===== src/rtl/firebird7_in_gate1_tessent_tdr_pkg.sv =====
`default_nettype none
// ============================================================================
// Module   : firebird7_in_gate1_tessent_tdr_pkg
// Purpose  : Shared types and constants for the gate1 data-mux control TDR.
//            Provides the operation decode enum, the TDR length helper and
//            the bit positions of the select bit and the data field.
// Ports    : none (package)
// Revision : 1.0 - initial release
// ============================================================================
package firebird7_in_gate1_tessent_tdr_pkg;

  // Scan/update register layout: bit 0 is the mux select, bits above it are
  // the data field.
  localparam int SEL_BIT  = 0;
  localparam int DATA_LSB = 1;

  typedef enum logic [1:0] {
    OP_IDLE    = 2'd0,
    OP_CAPTURE = 2'd1,
    OP_SHIFT   = 2'd2,
    OP_UPDATE  = 2'd3
  } tdr_op_e;

  // Total TDR length: one select bit plus the data field.
  function automatic int tdr_len(input int data_width);
    return data_width + 1;
  endfunction

endpackage
`default_nettype wire


===== src/rtl/firebird7_in_gate1_tessent_tdr_data_mux_ctl_if.sv =====
`default_nettype none
// ============================================================================
// Module   : firebird7_in_gate1_tessent_tdr_data_mux_ctl_if
// Purpose  : IJTAG access port plus the data-mux side signals of the TDR.
// Ports    : master - drives sel/ce/se/ue/si and capture_data_in,
//                     observes ijtag_so, ijtag_select, ijtag_data_out
//            slave  - the TDR itself (opposite directions)
// Revision : 1.0 - initial release
// ============================================================================
interface firebird7_in_gate1_tessent_tdr_data_mux_ctl_if #(
  parameter int DATA_WIDTH = 3
);
  logic                  ijtag_sel;
  logic                  ijtag_ce;
  logic                  ijtag_se;
  logic                  ijtag_ue;
  logic                  ijtag_si;
  logic                  ijtag_so;
  logic [DATA_WIDTH-1:0] capture_data_in;
  logic                  ijtag_select;
  logic [DATA_WIDTH-1:0] ijtag_data_out;

  modport master (
    output ijtag_sel, ijtag_ce, ijtag_se, ijtag_ue, ijtag_si, capture_data_in,
    input  ijtag_so, ijtag_select, ijtag_data_out
  );

  modport slave (
    input  ijtag_sel, ijtag_ce, ijtag_se, ijtag_ue, ijtag_si, capture_data_in,
    output ijtag_so, ijtag_select, ijtag_data_out
  );
endinterface
`default_nettype wire


===== src/rtl/firebird7_in_gate1_tessent_tdr_update_reg.sv =====
`default_nettype none
// ============================================================================
// Module   : firebird7_in_gate1_tessent_tdr_update_reg
// Purpose  : Load-enable register with asynchronous active-high reset to a
//            parameterised value. Holds the TDR update (shadow) contents.
// Ports    : clk    - clock (rising edge)
//            rst    - asynchronous active-high reset
//            load_i - load d_i on the next rising edge
//            d_i    - data to load
//            q_o    - registered contents
// Revision : 1.0 - initial release
// ============================================================================
module firebird7_in_gate1_tessent_tdr_update_reg #(
  parameter int               WIDTH     = 4,
  parameter logic [WIDTH-1:0] RESET_VAL = '0
) (
  input  wire logic             clk,
  input  wire logic             rst,
  input  wire logic             load_i,
  input  wire logic [WIDTH-1:0] d_i,
  output logic      [WIDTH-1:0] q_o
);

  logic [WIDTH-1:0] data_q;

  always_ff @(posedge clk or posedge rst) begin
    if (rst) begin
      data_q <= RESET_VAL;
    end else if (load_i) begin
      data_q <= d_i;
    end
  end

  assign q_o = data_q;

endmodule
`default_nettype wire


===== src/rtl/firebird7_in_gate1_tessent_tdr_data_mux_ctl.sv =====
`default_nettype none
// ============================================================================
// Module   : firebird7_in_gate1_tessent_tdr_data_mux_ctl
// Purpose  : IJTAG TDR feeding the gate1 instrument data mux. A scan register
//            is shifted/captured on the IJTAG path; an update register drives
//            the mux select and IJTAG data inputs. The mux output is captured
//            back into the scan register for observation.
// Ports    : ijtag_tck   - IJTAG test clock (sole clock, rising edge)
//            ijtag_reset - asynchronous active-high reset
//            bus         - slave side of the TDR interface (sel/ce/se/ue/si,
//                          so, capture_data_in, ijtag_select, ijtag_data_out)
// Revision : 1.0 - initial release
// ============================================================================
module firebird7_in_gate1_tessent_tdr_data_mux_ctl
  import firebird7_in_gate1_tessent_tdr_pkg::*;
#(
  parameter int                    DATA_WIDTH   = 3,
  parameter logic                  RESET_SELECT = 1'b0,
  parameter logic [DATA_WIDTH-1:0] RESET_DATA   = '0
) (
  input wire logic ijtag_tck,
  input wire logic ijtag_reset,
  firebird7_in_gate1_tessent_tdr_data_mux_ctl_if.slave bus
);

  localparam int                C_LEN       = tdr_len(DATA_WIDTH);
  localparam logic [C_LEN-1:0] C_RESET_VAL = {RESET_DATA, RESET_SELECT};

  tdr_op_e            tdr_op;
  logic [C_LEN-1:0]   sr_q;
  logic [C_LEN-1:0]   sr_d;
  logic [C_LEN-1:0]   upd_q;

  // Enable decode. Shift dominates capture, capture dominates update, and a
  // deselected TDR ignores every enable.
  always_comb begin
    tdr_op = OP_IDLE;
    if (bus.ijtag_sel) begin
      if (bus.ijtag_se) begin
        tdr_op = OP_SHIFT;
      end else if (bus.ijtag_ce) begin
        tdr_op = OP_CAPTURE;
      end else if (bus.ijtag_ue) begin
        tdr_op = OP_UPDATE;
      end
    end
  end

  // Scan register next state. Shifting is LSB-first toward ijtag_so with si
  // entering at the MSB; capture records the mux output alongside the select
  // currently applied, so the observed data can be attributed to a path.
  always_comb begin
    sr_d = sr_q;
    case (tdr_op)
      OP_SHIFT:   sr_d = {bus.ijtag_si, sr_q[C_LEN-1:DATA_LSB]};
      OP_CAPTURE: sr_d = {bus.capture_data_in, upd_q[SEL_BIT]};
      default:    sr_d = sr_q;
    endcase
  end

  always_ff @(posedge ijtag_tck or posedge ijtag_reset) begin
    if (ijtag_reset) begin
      sr_q <= C_RESET_VAL;
    end else begin
      sr_q <= sr_d;
    end
  end

  // Only the update register reaches the mux, so shift activity never
  // disturbs the functional path.
  firebird7_in_gate1_tessent_tdr_update_reg #(
    .WIDTH     (C_LEN),
    .RESET_VAL (C_RESET_VAL)
  ) u_upd (
    .clk    (ijtag_tck),
    .rst    (ijtag_reset),
    .load_i (tdr_op == OP_UPDATE),
    .d_i    (sr_q),
    .q_o    (upd_q)
  );

  assign bus.ijtag_so       = sr_q[SEL_BIT];
  assign bus.ijtag_select   = upd_q[SEL_BIT];
  assign bus.ijtag_data_out = upd_q[C_LEN-1:DATA_LSB];

endmodule
`default_nettype wire


===== src/flat_wrapper.sv =====
// flat-port wrapper written by rule: the top's interface ports become plain ports
module firebird7_in_gate1_tessent_tdr_data_mux_ctl_flat import firebird7_in_gate1_tessent_tdr_pkg::*;
#(
  parameter int                    DATA_WIDTH   = 3,
  parameter logic                  RESET_SELECT = 1'b0,
  parameter logic [DATA_WIDTH-1:0] RESET_DATA   = '0
)
  (ijtag_tck, ijtag_reset, bus_ijtag_sel, bus_ijtag_ce, bus_ijtag_se, bus_ijtag_ue, bus_ijtag_si, bus_capture_data_in, bus_ijtag_so, bus_ijtag_select, bus_ijtag_data_out);
  firebird7_in_gate1_tessent_tdr_data_mux_ctl_if #(.DATA_WIDTH(DATA_WIDTH)) bus_i ();
  input wire logic ijtag_tck;
  input wire logic ijtag_reset;
  input wire logic [$bits(bus_i.ijtag_sel)-1:0] bus_ijtag_sel;
  input wire logic [$bits(bus_i.ijtag_ce)-1:0] bus_ijtag_ce;
  input wire logic [$bits(bus_i.ijtag_se)-1:0] bus_ijtag_se;
  input wire logic [$bits(bus_i.ijtag_ue)-1:0] bus_ijtag_ue;
  input wire logic [$bits(bus_i.ijtag_si)-1:0] bus_ijtag_si;
  input wire logic [$bits(bus_i.capture_data_in)-1:0] bus_capture_data_in;
  output wire logic [$bits(bus_i.ijtag_so)-1:0] bus_ijtag_so;
  output wire logic [$bits(bus_i.ijtag_select)-1:0] bus_ijtag_select;
  output wire logic [$bits(bus_i.ijtag_data_out)-1:0] bus_ijtag_data_out;
  assign bus_i.ijtag_sel = bus_ijtag_sel;
  assign bus_i.ijtag_ce = bus_ijtag_ce;
  assign bus_i.ijtag_se = bus_ijtag_se;
  assign bus_i.ijtag_ue = bus_ijtag_ue;
  assign bus_i.ijtag_si = bus_ijtag_si;
  assign bus_i.capture_data_in = bus_capture_data_in;
  assign bus_ijtag_so = bus_i.ijtag_so;
  assign bus_ijtag_select = bus_i.ijtag_select;
  assign bus_ijtag_data_out = bus_i.ijtag_data_out;
  firebird7_in_gate1_tessent_tdr_data_mux_ctl #(.DATA_WIDTH(DATA_WIDTH), .RESET_SELECT(RESET_SELECT), .RESET_DATA(RESET_DATA)) u_core (.ijtag_tck(ijtag_tck), .ijtag_reset(ijtag_reset), .bus(bus_i));
endmodule

===== config.mk =====
export PLATFORM = sky130hd
export DESIGN_NAME = firebird7_in_gate1_tessent_tdr_data_mux_ctl_flat
export DESIGN_NICKNAME = d
export VERILOG_FILES = /design/src/rtl/firebird7_in_gate1_tessent_tdr_pkg.sv /design/src/rtl/firebird7_in_gate1_tessent_tdr_data_mux_ctl_if.sv /design/src/rtl/firebird7_in_gate1_tessent_tdr_update_reg.sv /design/src/rtl/firebird7_in_gate1_tessent_tdr_data_mux_ctl.sv /design/src/flat_wrapper.sv
export SDC_FILE = /design/constraint.sdc
export NUM_CORES = 1
export LEC_CHECK = 0
export CAP_MARGIN = 20
export CORE_AREA = 2 2 39 41
export CTS_CLUSTER_DIAMETER = 40
export CTS_CLUSTER_SIZE = 30
export DETAILED_ROUTE_END_ITERATION = 7
export DIE_AREA = 0 0 41 43
export DONT_BUFFER_PORTS = 1
export MAX_ROUTING_LAYER = met4
export SLEW_MARGIN = 20
export SYNTH_ARGS = -nofsm -noshare
export SYNTH_HDL_FRONTEND = slang
export SYNTH_HIERARCHICAL = 1
export SYNTH_SLANG_ARGS = --single-unit

===== constraint.sdc =====
create_clock -name ijtag_tck -period 2 [get_ports ijtag_tck]
set_clock_uncertainty 0.1 [all_clocks]
set_input_delay 0 -clock ijtag_tck [delete_from_list [all_inputs] [get_ports ijtag_tck]]
set_output_delay 0 -clock ijtag_tck [all_outputs]
set_load 0.02 [all_outputs]

---- Word level (Yosys, flattened, before mapping) ----
Cells that the tools add are included.
Widths: inputs -> output; s select.
cells by class
  equality and inequality tests ........... 3
  mux-type cells .......................... 5
  reductions and logical operators ........ 1
operators by type and width
  operator            count
  $mux 2              4
  $pmux 4 s2          1
  $eq 2x2->1 const B  2
  $eq 2x1->1 const B  1
  $reduce_bool 2->1   1
word-level totals
  bits in registers ....................... 8
  input bits .............................. 10
  output and inout port bits .............. 5
  word-level logic and storage cells ...... 11

---- Depth between registers and ports, before layout ----
  word-level depth ........................ 6
  gate-level depth with buffers ........... 6
  gate-level depth less buffers ........... 5

---- By module ----
The synthesis kept the hierarchy.
by module, submodules not included
  module                                       times used  cells each  area an instance (um^2)  sequential area each (um^2)
  firebird7_in_gate1_tessent_tdr_data_mux_ctl  1           25          245.2                    100.1
  firebird7_in_gate1_tessent_tdr_update_reg    1           9           148.9                    100.1

---- Worst setup path before layout ----
No wires, ideal clock.
  kind .................................... in2reg
  from .................................... in bus_ijtag_ce
  to ...................................... reg u_core.u_upd.data_q[0], in the netlist u_core/u_upd/q_o[0]
  library setup time ...................... 0.125 ns
  arrival time ............................ 0.863 ns
  required time ........................... 1.775 ns
  setup slack ............................. 0.912 ns
  stages .................................. 4
  buffers on the path ..................... 0
  cell sequence ........................... nor2_1 nor3b_1 ha_1 mux2_2
between the ends
  longest elaborated chain between the ends .. 4
RTL lines
  item                  RTL line                                           text
  from (decl)           flat_wrapper.sv:13                                 input wire logic [$bits(bus_i.ijtag_ce)-1:0] bus_ijtag_ce;
  $mux 2                firebird7_in_gate1_tessent_tdr_data_mux_ctl.sv:41  end else if (bus.ijtag_ce) begin
  $mux 2                firebird7_in_gate1_tessent_tdr_data_mux_ctl.sv:39  if (bus.ijtag_se) begin
  $mux 2                firebird7_in_gate1_tessent_tdr_data_mux_ctl.sv:38  if (bus.ijtag_sel) begin
  $eq 2x2->1            firebird7_in_gate1_tessent_tdr_data_mux_ctl.sv:77  .load_i (tdr_op == OP_UPDATE),
  to (signal assigned)  firebird7_in_gate1_tessent_tdr_update_reg.sv:30    data_q <= d_i;
  to (decl)             firebird7_in_gate1_tessent_tdr_update_reg.sv:24    logic [WIDTH-1:0] data_q;
No other way between the ends.
A chain may end at the register's enable or synchronous reset.

==> flow_summary_export.csv <==
group,metric,value,unit
sta,max-slew-margin-rel,77.9,%
global_route,global_route_wire_length_before_repair,1.18,mm
sta,fmax,0.671,GHz
layout,diodes,0,
sta,fin_hold_viols,0,
placement,placedInstanceArea,403,sq um
route,routed_wire_length_per_instance,12.3,um
global_route,initial_antenna_violation_count,0,
power_and_ir_drop,comb_power_share,17.7,%
sta,timing.final.crit_share,74.5,%
die,dieWidth,41,um
critical_path,critical_path.n_buffers_inverters,4,
clocking,cts_tree,"done",
sta,fin_worst_hold_slack,0.113,ns
run,maxCapViolCount,0,
layout,drive_above_1_share,16.3,%
yosys,post_synth_instance_area,394,sq um
power_and_ir_drop,switchingPower,0.174,mW
layout,finalNetCount,57,
critical_path,critical_path.startpoint_type,"primary input",
critical_path,slowest_delay,0.64,ns
power_and_ir_drop,clock_power_share,23.0,%
placement,cells_after_dpl,49,
critical_path,cp.required,2.34,ns
layout,stdcell_area,495,sq um
sta,worst_slack,0.510,ns
global_route,vias_in_the_first_global_route,281,
die,pin_count,15,
power_and_ir_drop,report.power.total,0.514,mW
sta,slew_violations,0,
die,dieHeight,43,um
die,initial_utilization,28.5,%
placement,place_worst_setup_slack,0.749,ns
placement,gp_routability_congestion,0.690,
yosys,post_synth_main_area_contributors,"sky130_fd_sc_hd__dfrtp_1 (51%), sky130_fd_sc_hd__mux2_2 (11%), sky130_fd_sc_hd__mux2i_1 (10%), sky130_fd_sc_hd__ha_1 (6.3%), sky130_fd_sc_hd__o21ai_1 (5.1%)",
critical_path,worst_path_max_delay_cell,"sky130_fd_sc_hd__dlygate4sd3_1",
clocking,cts-root-buf,"sky130_fd_sc_hd__clkbuf_4",
layout,layoutNonFillerInstCount,59,
route,dr.pass1.iters,2,
layout,finish.utilization,35.8,%
yosys,avgSynthCellArea,11.6,sq um
sta,tightestPinTransition,0.331,ns
die,core-area,1380,sq um
yosys,net_count_of_the_mapped_netlist,46,
route,drt_wl_total,727,um
die,dieArea,1760,sq um
route,drt-vias-per-instance,4.56,
power_and_ir_drop,max-vdd-ir-drop,0.402,mV
critical_path,crit_path_frequent_cell,"sky130_fd_sc_hd__dlygate4sd3_1",
power_and_ir_drop,power_per_cell_area,1040,nW/um^2
yosys,synth.largest_area_cell,"sky130_fd_sc_hd__dfrtp_1",
route,ant_nets,0,
clocking,number_of_cts_inserted_buffers,3,
clocking,clkSinkCount,8,
die,cell_rows,14,
route,dr_total_vias,269,
critical_path,cp_data_arrival_time,1.83,ns
critical_path,worst-r2r-setup-slack,1.02,ns
yosys,synth_cell_type_count,13,
critical_path,critical-path-top-delay-family,"buffers and inverters",
outcome,run_status,"finished, final reports clean",
clocking,cts_setup_buffers,0,
clocking,h-tree-depth,1,
critical_path,worst_setup_ep_type,"async pin",
clocking,cts.reportedPaths.clkPinSlew,0.05,ns
global_route,grt_overflow,0,
critical_path,worst_path_fanout_max,4,
global_route,groute.usage.overall,11.4,%
sta,grt_setup_unrepaired,"no",
clocking,worstSkewPairLatency,0.24,ns
power_and_ir_drop,netSwitchingFraction,33.9,%
yosys,synth_seq_area_share,50.8,%
sta,fin_setup_tns,0,ns
yosys,area_share_of_the_leading_cell_type_in_the_synthesized_netlist,50.8,%
critical_path,worst-setup-path-type,"in2async",
placement,detailed_place_hpwl,541,um
route,dr.first_iter.drc_count,2,
yosys,synth.yosys.warnings,6,
worst_hold_path,min-delay-path-class,"in2reg",
clocking,cts_max_path_buffers,2,
yosys,yosys_register_bits,8,
critical_path,crit_chain,"dlygate4sd3_1 > dlygate4sd3_1 > inv_1 > dlygate4sd3_1",
global_route,grt_max_degree,9,
yosys,synth_cells,34,
placement,portBuffers,0,
route,count_of_unresolved_drc_violations_after_routing,0,
sta,setup_viol_count_final,0,
power_and_ir_drop,power.internal,0.340,mW
layout,syn2layout_area_growth,25.7,%
sta,fin_crit,1.49,ns
power_and_ir_drop,power_frac_seq,59.3,%
power_and_ir_drop,static-leakage-power,0.222,nW
## routing by layer
metal  track usage [%]  part of all wire, %  vias up
met3              4.71                  5.5        2
li1                  -                    -      135
met2              15.6                   50        7
met1              11.8                   44      125
met5                 -                    0        -
met4              10.0                 0.83        0
## cell families (layout without fill, tap and decap cells)
logic type / count (synthesis) / count (layout) / share of synthesized area, %
simple gates: 7 / 7 / 8.25
buf+inv: 3 / 12 / 4.76
mux: 8 / 8 / 21.6
compound gates: 6 / 6 / 8.25
fa+ha+maj: 2 / 2 / 6.35
flops: 8 / 8 / 50.8
## sequential cells by signal (all words and copies together), names as in the netlist
register and flops:
u_core/sr_q 4, u_core/u_upd/q_o 4
## placed cells by master (no fill, tap or decap), drive strengths merged, types with 2 or more instances in the layout
cell,count
dfrtp,8
dlygate4sd3,7
o21ai,5
mux2i,4
nand2,4
mux2,4
clkbuf,3
inv,2
ha,2
## power by group through the flow
stage | sequential, mW | combinational [mW] | clock (mW)
CTS | 0.307 | 0.0922 | 0.125
global route | 0.312 | 0.105 | 0.131
finish | 0.305 | 0.0908 | 0.118
global placement | 0.310 | 0.0782 | 0
floorplan | 0.296 | 0.0711 | 0
detailed placement | 0.310 | 0.0798 | 0
## path summary, 6_finish.rpt
| kind | start | cells past startpoint | to |
|---|---|---|---|
| setup reg to reg | u_core/sr_q[0] | 1 | u_core/u_upd/q_o[0] |
| setup / recovery | ijtag_reset | 4 | u_core/sr_q[3] |
| max in group ijtag_tck | bus_ijtag_ce | 6 | u_core/sr_q[3] |
| hold / removal | bus_ijtag_sel | 3 | u_core/sr_q[3] |
| min in group asynchronous | ijtag_reset | 3 | u_core/u_upd/q_o[1] |
| hold reg to reg | u_core/sr_q[3] | 2 | u_core/sr_q[3] |
## synth_stat cells
cell type and n:
sky130_fd_sc_hd__o21ai_0 1, sky130_fd_sc_hd__inv_1 2, sky130_fd_sc_hd__o21ai_1 4, sky130_fd_sc_hd__nand2_1 4, sky130_fd_sc_hd__nor2_1 1, sky130_fd_sc_hd__buf_6 1, sky130_fd_sc_hd__mux2i_1 4, sky130_fd_sc_hd__mux2_2 4
sky130_fd_sc_hd__o21a_1 1, sky130_fd_sc_hd__ha_1 2, sky130_fd_sc_hd__nor3b_1 1, sky130_fd_sc_hd__dfrtp_1 8, sky130_fd_sc_hd__nor2b_1 1
## area by class of cell
class                           count  area (sq um)
Sequential cell                     8           200
Fill cell                         139           888
Timing Repair Buffer                7          70.1
Clock buffer                        3          22.5
Multi-Input combinational cell     23           175
Inverter                            2          7.51
Tap cell                           16          20.0
## timing repair
item	4_1_cts	5_1_grt
resized for setup	0	0
hold buffers	7	0
hold endpoints to repair	11	0
Note: power is estimated with default switching activity, not from simulation.
